## src/rtl/ifetch_pkg.sv

```systemverilog
// Purpose: shared constants, FSM encodings and the fetch entry layout for the instruction-fetch unit.
// Latency: n/a (declarations only).
// Backpressure: n/a.
package ifetch_pkg;

    // Value presented on instr_o when nothing is buffered (addi x0,x0,0).
    localparam logic [31:0] NOP_INSTR = 32'h0000_0013;

    // Fetch FSM encodings, kept as plain constants so older tools accept them.
    typedef logic [1:0] state_t;
    localparam state_t ST_BOOT = 2'd0;
    localparam state_t ST_RUN  = 2'd1;
    localparam state_t ST_HALT = 2'd2;

    // One prefetched instruction together with the address it came from.
    typedef struct packed {
        logic [31:0] pc;
        logic [31:0] instr;
    } fetch_entry_t;

endpackage

```

## src/rtl/ifetch_fifo.sv

```systemverilog
// Purpose: small synchronous FIFO with flush; head entry is visible combinationally.
// Latency: a push is visible at the head the cycle after it is written.
// Backpressure: none internally; the writer must keep occupancy within DEPTH.
module ifetch_fifo #(
    parameter int DEPTH = 4,
    parameter int W     = 64
) (
    input  logic                     clk,
    input  logic                     reset,
    input  logic                     push,
    input  logic [W-1:0]             push_dat,
    input  logic                     pop,
    input  logic                     flush,
    output logic [W-1:0]             head_dat,
    output logic [$clog2(DEPTH):0]   count
);
    localparam int AW = $clog2(DEPTH);
    localparam int CW = AW + 1;

    logic [W-1:0]  mem [DEPTH];
    logic [AW-1:0] wr_ptr;
    logic [AW-1:0] rd_ptr;
    logic          push_ok;
    logic          pop_ok;

    // Flush dominates both ports; popping an empty FIFO is ignored.
    assign push_ok  = push & ~flush;
    assign pop_ok   = pop & ~flush & (count != '0);
    assign head_dat = mem[rd_ptr];

    // Storage array; contents need no reset because count gates visibility.
    always_ff @(posedge clk) begin
        if (push_ok) begin
            mem[wr_ptr] <= push_dat;
        end
    end

    // Pointer and occupancy bookkeeping; flush empties the FIFO in one cycle.
    always_ff @(posedge clk) begin
        if (reset || flush) begin
            wr_ptr <= '0;
            rd_ptr <= '0;
            count  <= '0;
        end else begin
            if (push_ok) begin
                wr_ptr <= wr_ptr + AW'(1);
            end
            if (pop_ok) begin
                rd_ptr <= rd_ptr + AW'(1);
            end
            unique case ({push_ok, pop_ok})
                2'b10:   count <= count + CW'(1);
                2'b01:   count <= count - CW'(1);
                default: count <= count;
            endcase
        end
    end

endmodule

```

## src/rtl/ifetch_unit.sv

```systemverilog
// Purpose: sequential instruction fetch from a 1-cycle BRAM into a prefetch FIFO, with redirect/halt handling.
// Latency: request to decode-visible is 2 cycles; a redirect's target reaches valid_o 3 cycles after the redirect.
// Backpressure: ready_i stalls the FIFO head; issue stops once buffered + in-flight entries reach FIFO_DEPTH.
// Optional build macro IFETCH_MISALIGN_CHK_EN: flags misaligned redirect targets and parks the fetcher until the next redirect.
module ifetch_unit
    import ifetch_pkg::*;
#(
    parameter logic [31:0] RESET_PC   = 32'h0000_0000,
    parameter int          FIFO_DEPTH = 4
) (
    input  logic        clk,
    input  logic        reset,
    input  logic        redirect_i,
    input  logic [31:0] redirect_pc_i,
    input  logic        halt_i,
    output logic [31:0] imem_pc_o,
    output logic        imem_enb_o,
    input  logic [31:0] imem_instr_i,
    output logic [31:0] instr_o,
    output logic [31:0] pc_o,
    output logic        valid_o,
    input  logic        ready_i,
    output logic        misalign_o
);
    localparam int CW = $clog2(FIFO_DEPTH) + 1;
    localparam logic [CW:0] DEPTH_V = (CW+1)'(FIFO_DEPTH);

    state_t        state_q;
    state_t        state_d;
    logic [31:0]   fetch_pc_q;
    logic [31:0]   inflight_pc_q;
    logic          inflight_q;
    logic          issue;
    logic          push;
    logic          pop;
    logic          redir_live;
    logic          mis_redirect;
    logic          mis_hold;
    logic [CW-1:0] fifo_count;
    logic [CW:0]   occupancy;
    fetch_entry_t  push_entry;
    fetch_entry_t  head;

    // Slots already committed: buffered entries plus the response still on its way.
    assign occupancy  = {1'b0, fifo_count} + {{CW{1'b0}}, inflight_q};
    assign issue      = (state_q == ST_RUN) & ~redirect_i & (occupancy < DEPTH_V);
    assign imem_enb_o = issue;
    assign imem_pc_o  = fetch_pc_q;

    // A redirect kills the response landing this cycle; the BRAM output is
    // only meaningful in the cycle right after an issue.
    assign push       = inflight_q & ~redirect_i;
    assign push_entry = '{pc: inflight_pc_q, instr: imem_instr_i};
    assign pop        = valid_o & ready_i;
    assign redir_live = redirect_i & (state_q != ST_BOOT);

    ifetch_fifo #(
        .DEPTH (FIFO_DEPTH),
        .W     ($bits(fetch_entry_t))
    ) u_fifo (
        .clk      (clk),
        .reset    (reset),
        .push     (push),
        .push_dat (push_entry),
        .pop      (pop),
        .flush    (redirect_i),
        .head_dat (head),
        .count    (fifo_count)
    );

    assign valid_o = (fifo_count != '0);
    assign instr_o = valid_o ? head.instr : NOP_INSTR;
    assign pc_o    = valid_o ? head.pc    : 32'h0000_0000;

`ifdef IFETCH_MISALIGN_CHK_EN
    logic misalign_q;
    logic mis_hold_q;

    assign mis_redirect = redir_live & (redirect_pc_i[1:0] != 2'b00);
    assign mis_hold     = mis_hold_q;
    assign misalign_o   = misalign_q;

    // One-cycle misalign pulse, plus a sticky park flag cleared by the next accepted redirect.
    always_ff @(posedge clk) begin
        if (reset) begin
            misalign_q <= 1'b0;
            mis_hold_q <= 1'b0;
        end else begin
            misalign_q <= mis_redirect;
            if (redir_live) begin
                mis_hold_q <= mis_redirect;
            end
        end
    end
`else
    logic unused_pc_lsbs;

    // Low target bits are simply dropped when the check is compiled out.
    assign unused_pc_lsbs = ^redirect_pc_i[1:0];
    assign mis_redirect   = 1'b0;
    assign mis_hold       = 1'b0;
    assign misalign_o     = 1'b0;
`endif

    // Next-state logic: boot lasts one cycle, halt_i toggles RUN/HALT, redirects restart fetch.
    always_comb begin
        state_d = state_q;
        unique case (state_q)
            ST_BOOT: state_d = ST_RUN;
            ST_RUN:  if (halt_i) state_d = ST_HALT;
            ST_HALT: if (!halt_i && !mis_hold) state_d = ST_RUN;
            default: state_d = ST_BOOT;
        endcase
        if (redir_live) begin
            state_d = (halt_i || mis_redirect) ? ST_HALT : ST_RUN;
        end
    end

    // FSM state, fetch address and the single outstanding-request tracker.
    always_ff @(posedge clk) begin
        if (reset) begin
            state_q       <= ST_BOOT;
            fetch_pc_q    <= RESET_PC;
            inflight_q    <= 1'b0;
            inflight_pc_q <= 32'h0000_0000;
        end else begin
            state_q    <= state_d;
            inflight_q <= issue;
            if (issue) begin
                inflight_pc_q <= fetch_pc_q;
            end
            if (redirect_i) begin
                fetch_pc_q <= {redirect_pc_i[31:2], 2'b00};
            end else if (issue) begin
                fetch_pc_q <= fetch_pc_q + 32'd4;
            end
        end
    end

endmodule
```

## config.mk

```make
export PLATFORM = sky130hd
export DESIGN_NAME = ifetch_unit
export DESIGN_NICKNAME = d
export VERILOG_FILES = /design/src/rtl/ifetch_pkg.sv /design/src/rtl/ifetch_fifo.sv /design/src/rtl/ifetch_unit.sv
export SDC_FILE = /design/constraint.sdc
export NUM_CORES = 1
export LEC_CHECK = 0
export ABC_CLOCK_PERIOD_IN_PS = 2800
export CAP_MARGIN = 40
export CORE_ASPECT_RATIO = 1.2
export CORE_MARGIN = 3
export CORE_UTILIZATION = 50
export DETAILED_ROUTE_END_ITERATION = 8
export PLACE_DENSITY = 0.82
export SLEW_MARGIN = 20
export SYNTH_ARGS = -nofsm -noshare
export SYNTH_HDL_FRONTEND = slang
export SYNTH_SLANG_ARGS = --single-unit
```

## constraint.sdc

```tcl
create_clock -name clk -period 2.8 [get_ports clk]
set_clock_uncertainty 0.15 [all_clocks]
set_input_delay 0.42 -clock clk [delete_from_list [all_inputs] [get_ports clk]]
set_output_delay 0.42 -clock clk [all_outputs]
set_load 0.1 [all_outputs]
```

# ---- Word-level counts from Yosys, hierarchy flattened
# Memory sizes are Yosys's and may differ from the RTL's. A register that Yosys moved wholly into a read port is not among the register bits.
# Cells that the tools add are included.
dict set report totals {
  reg_bits 74
  mem_bits_rw 256
  input_bits 69
  output_inout_bits 99
  mem_count 1
}
# name words word_bits rd rd_clocked_by_memory_dff wr line
set memory_table {}
lappend memory_table {u_fifo.mem 4 64 1 1 1 ifetch_fifo.sv:20} ;# logic [W-1:0] mem [DEPTH];
dict set report op_classes {
  n_addsub 6
  n_lt_le_gt_ge 1
  eq_ne 6
  mux 14
  bitwise_logic 9
  reduce_logical 8
}
# operator count
set op_table {}
lappend op_table {{two-way mux 32 bit} 4}
lappend op_table {{adder 32 x 3 -> 32 bit (second input constant)} 1}
lappend op_table {{two-way mux 2 bit} 6}
lappend op_table {{AND 1 bit} 8}
lappend op_table {{inequality test 3 bit (second input constant)} 2}
lappend op_table {{one-hot mux 2 bit (3 select lines)} 1}
lappend op_table {{one-hot mux 3 bit (2 select lines)} 1}
lappend op_table {{nonzero test 2 bit} 3}
lappend op_table {{adder 2 x 1 -> 2 bit (second input constant)} 2}
lappend op_table {{adder 3 x 1 -> 4 bit} 1}
lappend op_table {{equality test 2 x 1 -> 1 bit (second input constant)} 2}
lappend op_table {{equality test 2 bit (second input constant)} 2}
lappend op_table {{< comparator 4 x 3 -> 1 bit (second input constant)} 1}
lappend op_table {{adder 3 x 1 -> 3 bit (second input constant)} 1}
lappend op_table {{nonzero test 3 bit} 1}
lappend op_table {{subtractor 3 x 1 -> 3 bit (second input constant)} 1}
lappend op_table {{zero test 2 bit} 1}
lappend op_table {{two-way mux 1 bit} 2}
lappend op_table {{AND reduction 2 bit} 1}
lappend op_table {{OR reduction 2 bit} 1}
lappend op_table {{logical OR 1 bit} 1}
lappend op_table {{NOT 1 bit} 1}

# ---- Logic depth before layout (Yosys ltp)
# Gate-level depths: netlist (run 1).
dict set report logic_depth {
  ltp_word 6
  ltp_mapped 9
  depth_no_buf 8
}

# ---- Modules after synthesis
# From an unflattened synthesis (run 1), not the netlist that was laid out.
dict set report hier_totals {
  hier_cells 835
  area_unflattened_um2 13157.6
}
# mod instances cells_each area_each_um2
set by_module_without_submodules {}
lappend by_module_without_submodules {ifetch_fifo 1 383 9761.9}
lappend by_module_without_submodules {ifetch_unit 1 452 3395.8}

# ---- Worst setup path before layout (run 1)
# No wires, ideal clock.
dict set report synth_timing {
  path_kind {flip-flop to output port}
  startpoint {reg with a tool-made name}
  endpoint {out instr_o[10]}
  arrival_time_ns 2.483
  required_time_ns 2.230
  path_slack_ns -0.253
  path_stages_with_launch 5
  path_buffers 2
  path_cell_list {dfxtp_1 clkbuf_1 buf_2 mux4_2 nor2b_1}
}
# item line
set synth_rtl {}
lappend synth_rtl {{end, declared} ifetch_unit.sv:19} ;# output logic [31:0] instr_o,

==> metrics, run 1 <==
share of cells above drive strength 1 between 30% and 40%; routability cong. between 0.9 and 1; Unique masters post-synth 49; GRT overflow 0; CP cell instances buf_6 -> mux4_2 -> or2_2 -> buf_12; crit path kind register to primary output; vias around 7,700; die height between 150 and 200 um; CTS tree built; Final ANT Viol Nets 0; switching pwr between 0.002 and 0.0025 W; IO Pins 168; first-pass GRT wire length approximately 44,000 um; Routed WL per cell roughly 20 um; largest net degree at the start of global routing 64; Top delay family on crit path multiplexers; Post-synth EDFFs roughly 250; Leakage between 5 and 6 nW; Final #Nets between 1,000 and 1,500; asr flop ratio synth 0%; vias in the first global route 7,984; CP Capture Type primary output; leading cell types in the layout, fill and taps excluded edfxtp_1 (248), nand2_1 (92), buf_12 (74), dfxtp_1 (70), clkdlybuf4s50_1 (65); Startpoint Class register; commonest non-fill, non-tap cell in the layout edfxtp_1; reg2reg setup slack 0.46 ns; FP Rows 63; Final Cell Area 16,700 um^2; vias per cell 5.63; area of the die 27,300 um^2; Initial DRC Count between 500 and 600; Final WS setup 0.0654 ns; diode count 0; Comb pwr share under 10%; Final min period approximately 2.7 ns; clk buf depth 3; main flop type after synthesis edfxtp_1; clock root cell clkbuf_16; Worst-Margin Slew around 0.79 ns; initial antenna violation count 0; I/O Buffers 160; WHS 0.279 ns; outcome finished clean; Max transition margin 47.1%; final hold vios 0; Worst-path clk slew about 0.070 ns; Total Power ~0.0099 W; switch share between 20% and 30%; #FFs+latches synth 320; placement-stage worst setup slack -0.00272 ns; Mean Syn Cell Area roughly 15 um^2; Pint approximately 0.0077 W; number of max-cap violations 0; dpl hpwl roughly 18,000 um; post-synthesis sequential area ratio a little over two thirds; crit path DAT between 2 and 2.5 ns; H-tree depth 1; RSZ-0062 raised after global routing true; required time of the critical path roughly 2.2 ns; CTS Buf Count 30; Initial Util 51.1%; CTS sink cnt 320; Flop pwr share 52.9%; first drt pass iteration count 5; Yosys warning count 0; final setup vio count 0; Worst-Skew Late Latency ~0.55 ns; Cell Area, Placed about 16,000 um^2; Worst Hold Class input port to register; synth-to-layout area growth 32.0%; Worst VDD drop between 300 and 400 uV; GRT Overall Usage 20.5%; fin crit share 97.7%; synthesized cell area 12,700 um^2; core box area approximately 25,000 um^2; Die W ~150 um; Slew Limit Fails 0; CP peak stage delay 0.52 ns; clock power share 40.1%; Mapped Cells 826; PwrDens 589 nW/um^2; fmax between 300 and 400 MHz; final WL 27,700 um; slowest CP cell mux4_2; Max FO, Critical Path 8; CP bufs+invs 2; Remaining DRCs 0
path summary, 6_finish.rpt:
path | cells after the start | end | start
max | 4 | instr_o[4] | register
min | 3 | imem_pc_o[7] | redirect_pc_i[7]
max reg2reg | 8 | u_fifo.count[2] | u_fifo.count[1]
min reg2reg | 2 | inflight_pc_q[13] | inflight_pc_q[13]
synth_stat cells, types with 10 or more instances:
cell / number / area [um^2]
mux4_2: 62 / 1400
nor2b_1: 61 / 382
clkbuf_1: 32 / 120
nand3_1: 22 / 110
a31oi_1: 14 / 87.6
edfxtp_1: 248 / 7450
a21oi_1: 50 / 250
dfxtp_1: 72 / 1440
inv_1: 16 / 60.1
nand4_1: 10 / 62.6
nor2_1: 25 / 93.8
nand2_1: 92 / 345
buf_2: 10 / 50.1
o21ai_0: 17 / 85.1
worst register-to-register path, delay by kind of cell, from the launching register on:
kind            cells  cell delay [ns]
fa+ha+maj           2             0.61
flops               1             0.46
simple gates        3             0.71
xor+xnor            1             0.16
buf+inv             1             0.06
compound gates      1             0.14
flip-flops by register name, summed over array words and instances, names as in the netlist, named ones only:
name           count
u_fifo.rd_ptr      2
u_fifo.mem       248
u_fifo.count       3
inflight_q         1
inflight_pc_q     30
state_q            2
imem_pc_o         30
u_fifo.wr_ptr      2
layer usage:
metal	track usage (%)	vias up	wire length (um)
met5	0	-	0
met4	5.59	0	583
met3	2.16	42	1560
met2	34.3	277	14100
met1	28.9	3847	11400
li1	-	3534	-
per-stage QoR:
stage	util, %	instances	TNS [ns]
finish	67.4	1367	0
global route	67.4	1367	-0.123
CTS	67.2	1367	0
detailed placement	63.1	1308	-0.00272
global placement	63.1	1308	0
floorplan	-	830	0
cell type report:
type	instances	area, um^2
Sequential cell	320	8890
Fill cell	1661	8090
Timing Repair Buffer	205	2650
Tap cell	325	407
Inverter	17	68.8
Clock inverter	12	120
Multi-Input combinational cell	444	3750
Clock buffer	44	850
power by group through the flow:
stage,registers (W),logic [W],clock network [W]
2_1_floorplan,0.00548,0.000246,0
3_3_place_gp,0.00531,0.000676,0
3_5_place_dp,0.00531,0.000687,0
4_1_cts,0.00521,0.000691,0.00403
5_1_grt,0.00522,0.000730,0.00419
6_report,0.00521,0.000692,0.00395
timing repair:
item	in CTS	in global routing
setup buffers	2	0
gates resized for setup	3	12
hold buffers	1	0
endpoints found under the setup margin	44	20
endpoints found under the hold margin	2	0
logic make-up (layout without fill, tap and decap cells):
logic type | Yosys count | after routing | synth area share, %
simple gates | 251 | 251 | 10.0
buf+inv | 66 | 278 | 2.25
xor+xnor | 6 | 6 | 0.414
fa+ha+maj | 7 | 7 | 0.750
mux | 64 | 64 | 11.2
other cells | 1 | 5 | 0.0296
flops | 320 | 320 | 70.1
compound gates | 111 | 111 | 5.29
(Power assumes the default switching activity.)
==> run 2: changes to the inputs <==
HOLD_SLACK_MARGIN = 0.15   (was unset)
==> results of run 2 <==
Same layout as run 1: the final DEF is identical, and so are final timing and power.
==> run 3: changes to the inputs <==
GPL_TIMING_DRIVEN = 0   (was unset)
==> run 3 against run 2 <==
The run now ends with negative setup slack left. Clock-buffer cell count is 3 lower. Core utilization increased by 5.1 points. Largest power group unchanged. Critical path depth increased by 1. Highest routed layer unchanged. First-iteration DRC count is 11% higher. Wire length rose by 11%. Critical endpoint is now pc_o[8]. Non-clock buffer count is 69 higher. Sequential power about the same. Cell area up 7.5%. Via count increased by 6.2%.
==> metrics, run 3 (synthesis results as in run 1) <==
reg2reg start imem_pc_o[4]; Final min period around 3.0 ns; worst r2r dst imem_pc_o[19]; dpl hpwl ~20,000 um; first drt pass iteration count 5; Top delay family on crit path buffers and inverters; Sum Neg Setup Slack -4.31 ns; Final #Nets 1,163; outcome finished with violations; hold wc startpoint redirect_pc_i[30]; share of cells above drive strength 1 between 30% and 40%; initial antenna violation count 0; # fillers around 1,400; met3 usage roughly 3.2%; final hold vios 0; area of the die between 20,000 and 30,000 um^2; Pint around 0.0082 W; final WL 30,700 um; clock power share approximately 43%; CTS Buf Count 30; hold depth 3; Total Power ~0.011 W; CP bufs+invs 3; placed cell count between 1,000 and 1,500; CTS sink cnt between 300 and 400; crit path kind register to primary output; PwrDens around 590 nW/um^2; Worst-path clk slew 0.07 ns; CP cell instances buf_12 -> mux4_2 -> nor2b_2 -> clkdlybuf4s50_1 -> buf_8; busiest grt layer met2; Initial Util 51.1%; clock root cell clkbuf_16; Leakage 6.32 nW; met2 GRT Util approximately two fifths; Max FO, Critical Path 10; Worst-Skew Late Latency 0.55 ns; switching pwr around 0.0023 W; slowest CP cell mux4_2; RSZ-0062 raised after global routing true; I/O Buffers approximately 160; final non-filler cell total approximately 1,400; fin crit share 108%; Slew Limit Fails 0; synth-to-layout area growth 41.9%; Crit path depth 5; Worst Hold Endpoint imem_pc_o[30]; Initial DRC Count approximately 610; Max transition margin between 30% and 40%; die height between 150 and 200 um; Remaining DRCs 0; fmax roughly 330 MHz; vias in the first global route between 8,000 and 9,000; Comb pwr share around 7.6%; largest net degree at the start of global routing 42; Final WS setup -0.211 ns; CTS tree built; CP Capture Type primary output; diode count 0; WHS around 0.28 ns; vias per cell approximately 5.7; vias roughly 8,200; first-pass GRT wire length approximately 48,000 um; IO Pins ~170; GRT Overall Usage between 20% and 30%; Final Cell Area about 18,000 um^2; crit path DAT 2.44 ns; reg2reg setup slack between 0.2 and 0.25 ns; FP Rows 63; H-tree depth 1; Cell Area, Placed between 15,000 and 20,000 um^2; switch share ~22%; Flop pwr share roughly half; GRT overflow 0; number of max-cap violations 0; commonest non-fill, non-tap cell in the layout edfxtp_1; Worst-Margin Slew around 0.9 ns; register with the most flip-flops u_fifo.mem; Routed WL per cell between 20 and 25 um; grt met1 use 29.1%; routability cong. 0.896; Die W approximately 150 um; number of flip-flops in the largest register about 250; Worst Hold Class input port to register; Worst R2R Path Depth 5; clk buf depth 3; required time of the critical path 2.23 ns; final setup vio count 30; CP peak stage delay slightly above 0.5 ns; Worst VDD drop 448 uV; core box area roughly 25,000 um^2; Startpoint Class register; leading cell types in the layout, fill and taps excluded edfxtp_1 (248), clkdlybuf4s50_1 (101), nand2_1 (92), dfxtp_1 (67), mux4_2 (62); Final ANT Viol Nets 0; failing checks negative setup slack
## run 3: repair_timing
action,in CTS,in global routing
endpoints found under the setup margin,64,56
setup buffers,12,9
gates resized for setup,109,57
pin swaps,1,1
hold buffers,0,0
gates cloned,0,3
## run 3: worst register-to-register path, delay by kind of cell (launching register included)
kind	cells	cell delay, ns
flops	1	0.49
simple gates	4	1.69
compound gates	1	0.17
## run 3: final cells by class
cell class              instances  area, um^2  area share [%]
clock buffers                  41         918            5.10
inverters                      17        76.3           0.424
repair buffers                229        3240            18.0
multi-input cells             444        3870            21.5
clock inverters                15         229            1.27
plain buffers                  45         355            1.97
flip-flops and latches        320        8900            49.5
well taps                     325         407            2.26
## run 3: power by group through the flow
stage | registers (W) | clock network, W | logic, W
6_report | 0.00522 | 0.00454 | 0.000804
2_1_floorplan | 0.00548 | 0 | 0.000246
3_5_place_dp | 0.00532 | 0 | 0.000790
4_1_cts | 0.00521 | 0.00460 | 0.000799
5_1_grt | 0.00522 | 0.00477 | 0.000841
3_3_place_gp | 0.00532 | 0 | 0.000659
## run 3: per-layer routing
metal  share of wire [%]  wire, um
met4                 3.1       955
met2                  52     16100
met1                  38     11700
met3                 6.7      2050
met5                   0         0
## run 3: worst max path at each step
stage                          endpoint  slack, ns
after CTS                    instr_o[6]      -0.36
final                           pc_o[8]      -0.21
after floorplan           imem_pc_o[19]       0.02
after global routing           pc_o[13]      -0.29
after global placement       instr_o[1]      -1.83
after detailed placement     imem_enb_o      -0.80
## run 3: per-stage QoR
step	util, %	setup WS, ns
after floorplan	-	0.0179
after global placement	59.8	-1.83
final	72.5	-0.211
after global routing	72.5	-0.292
after detailed placement	66.5	-0.799
after CTS	71.5	-0.365
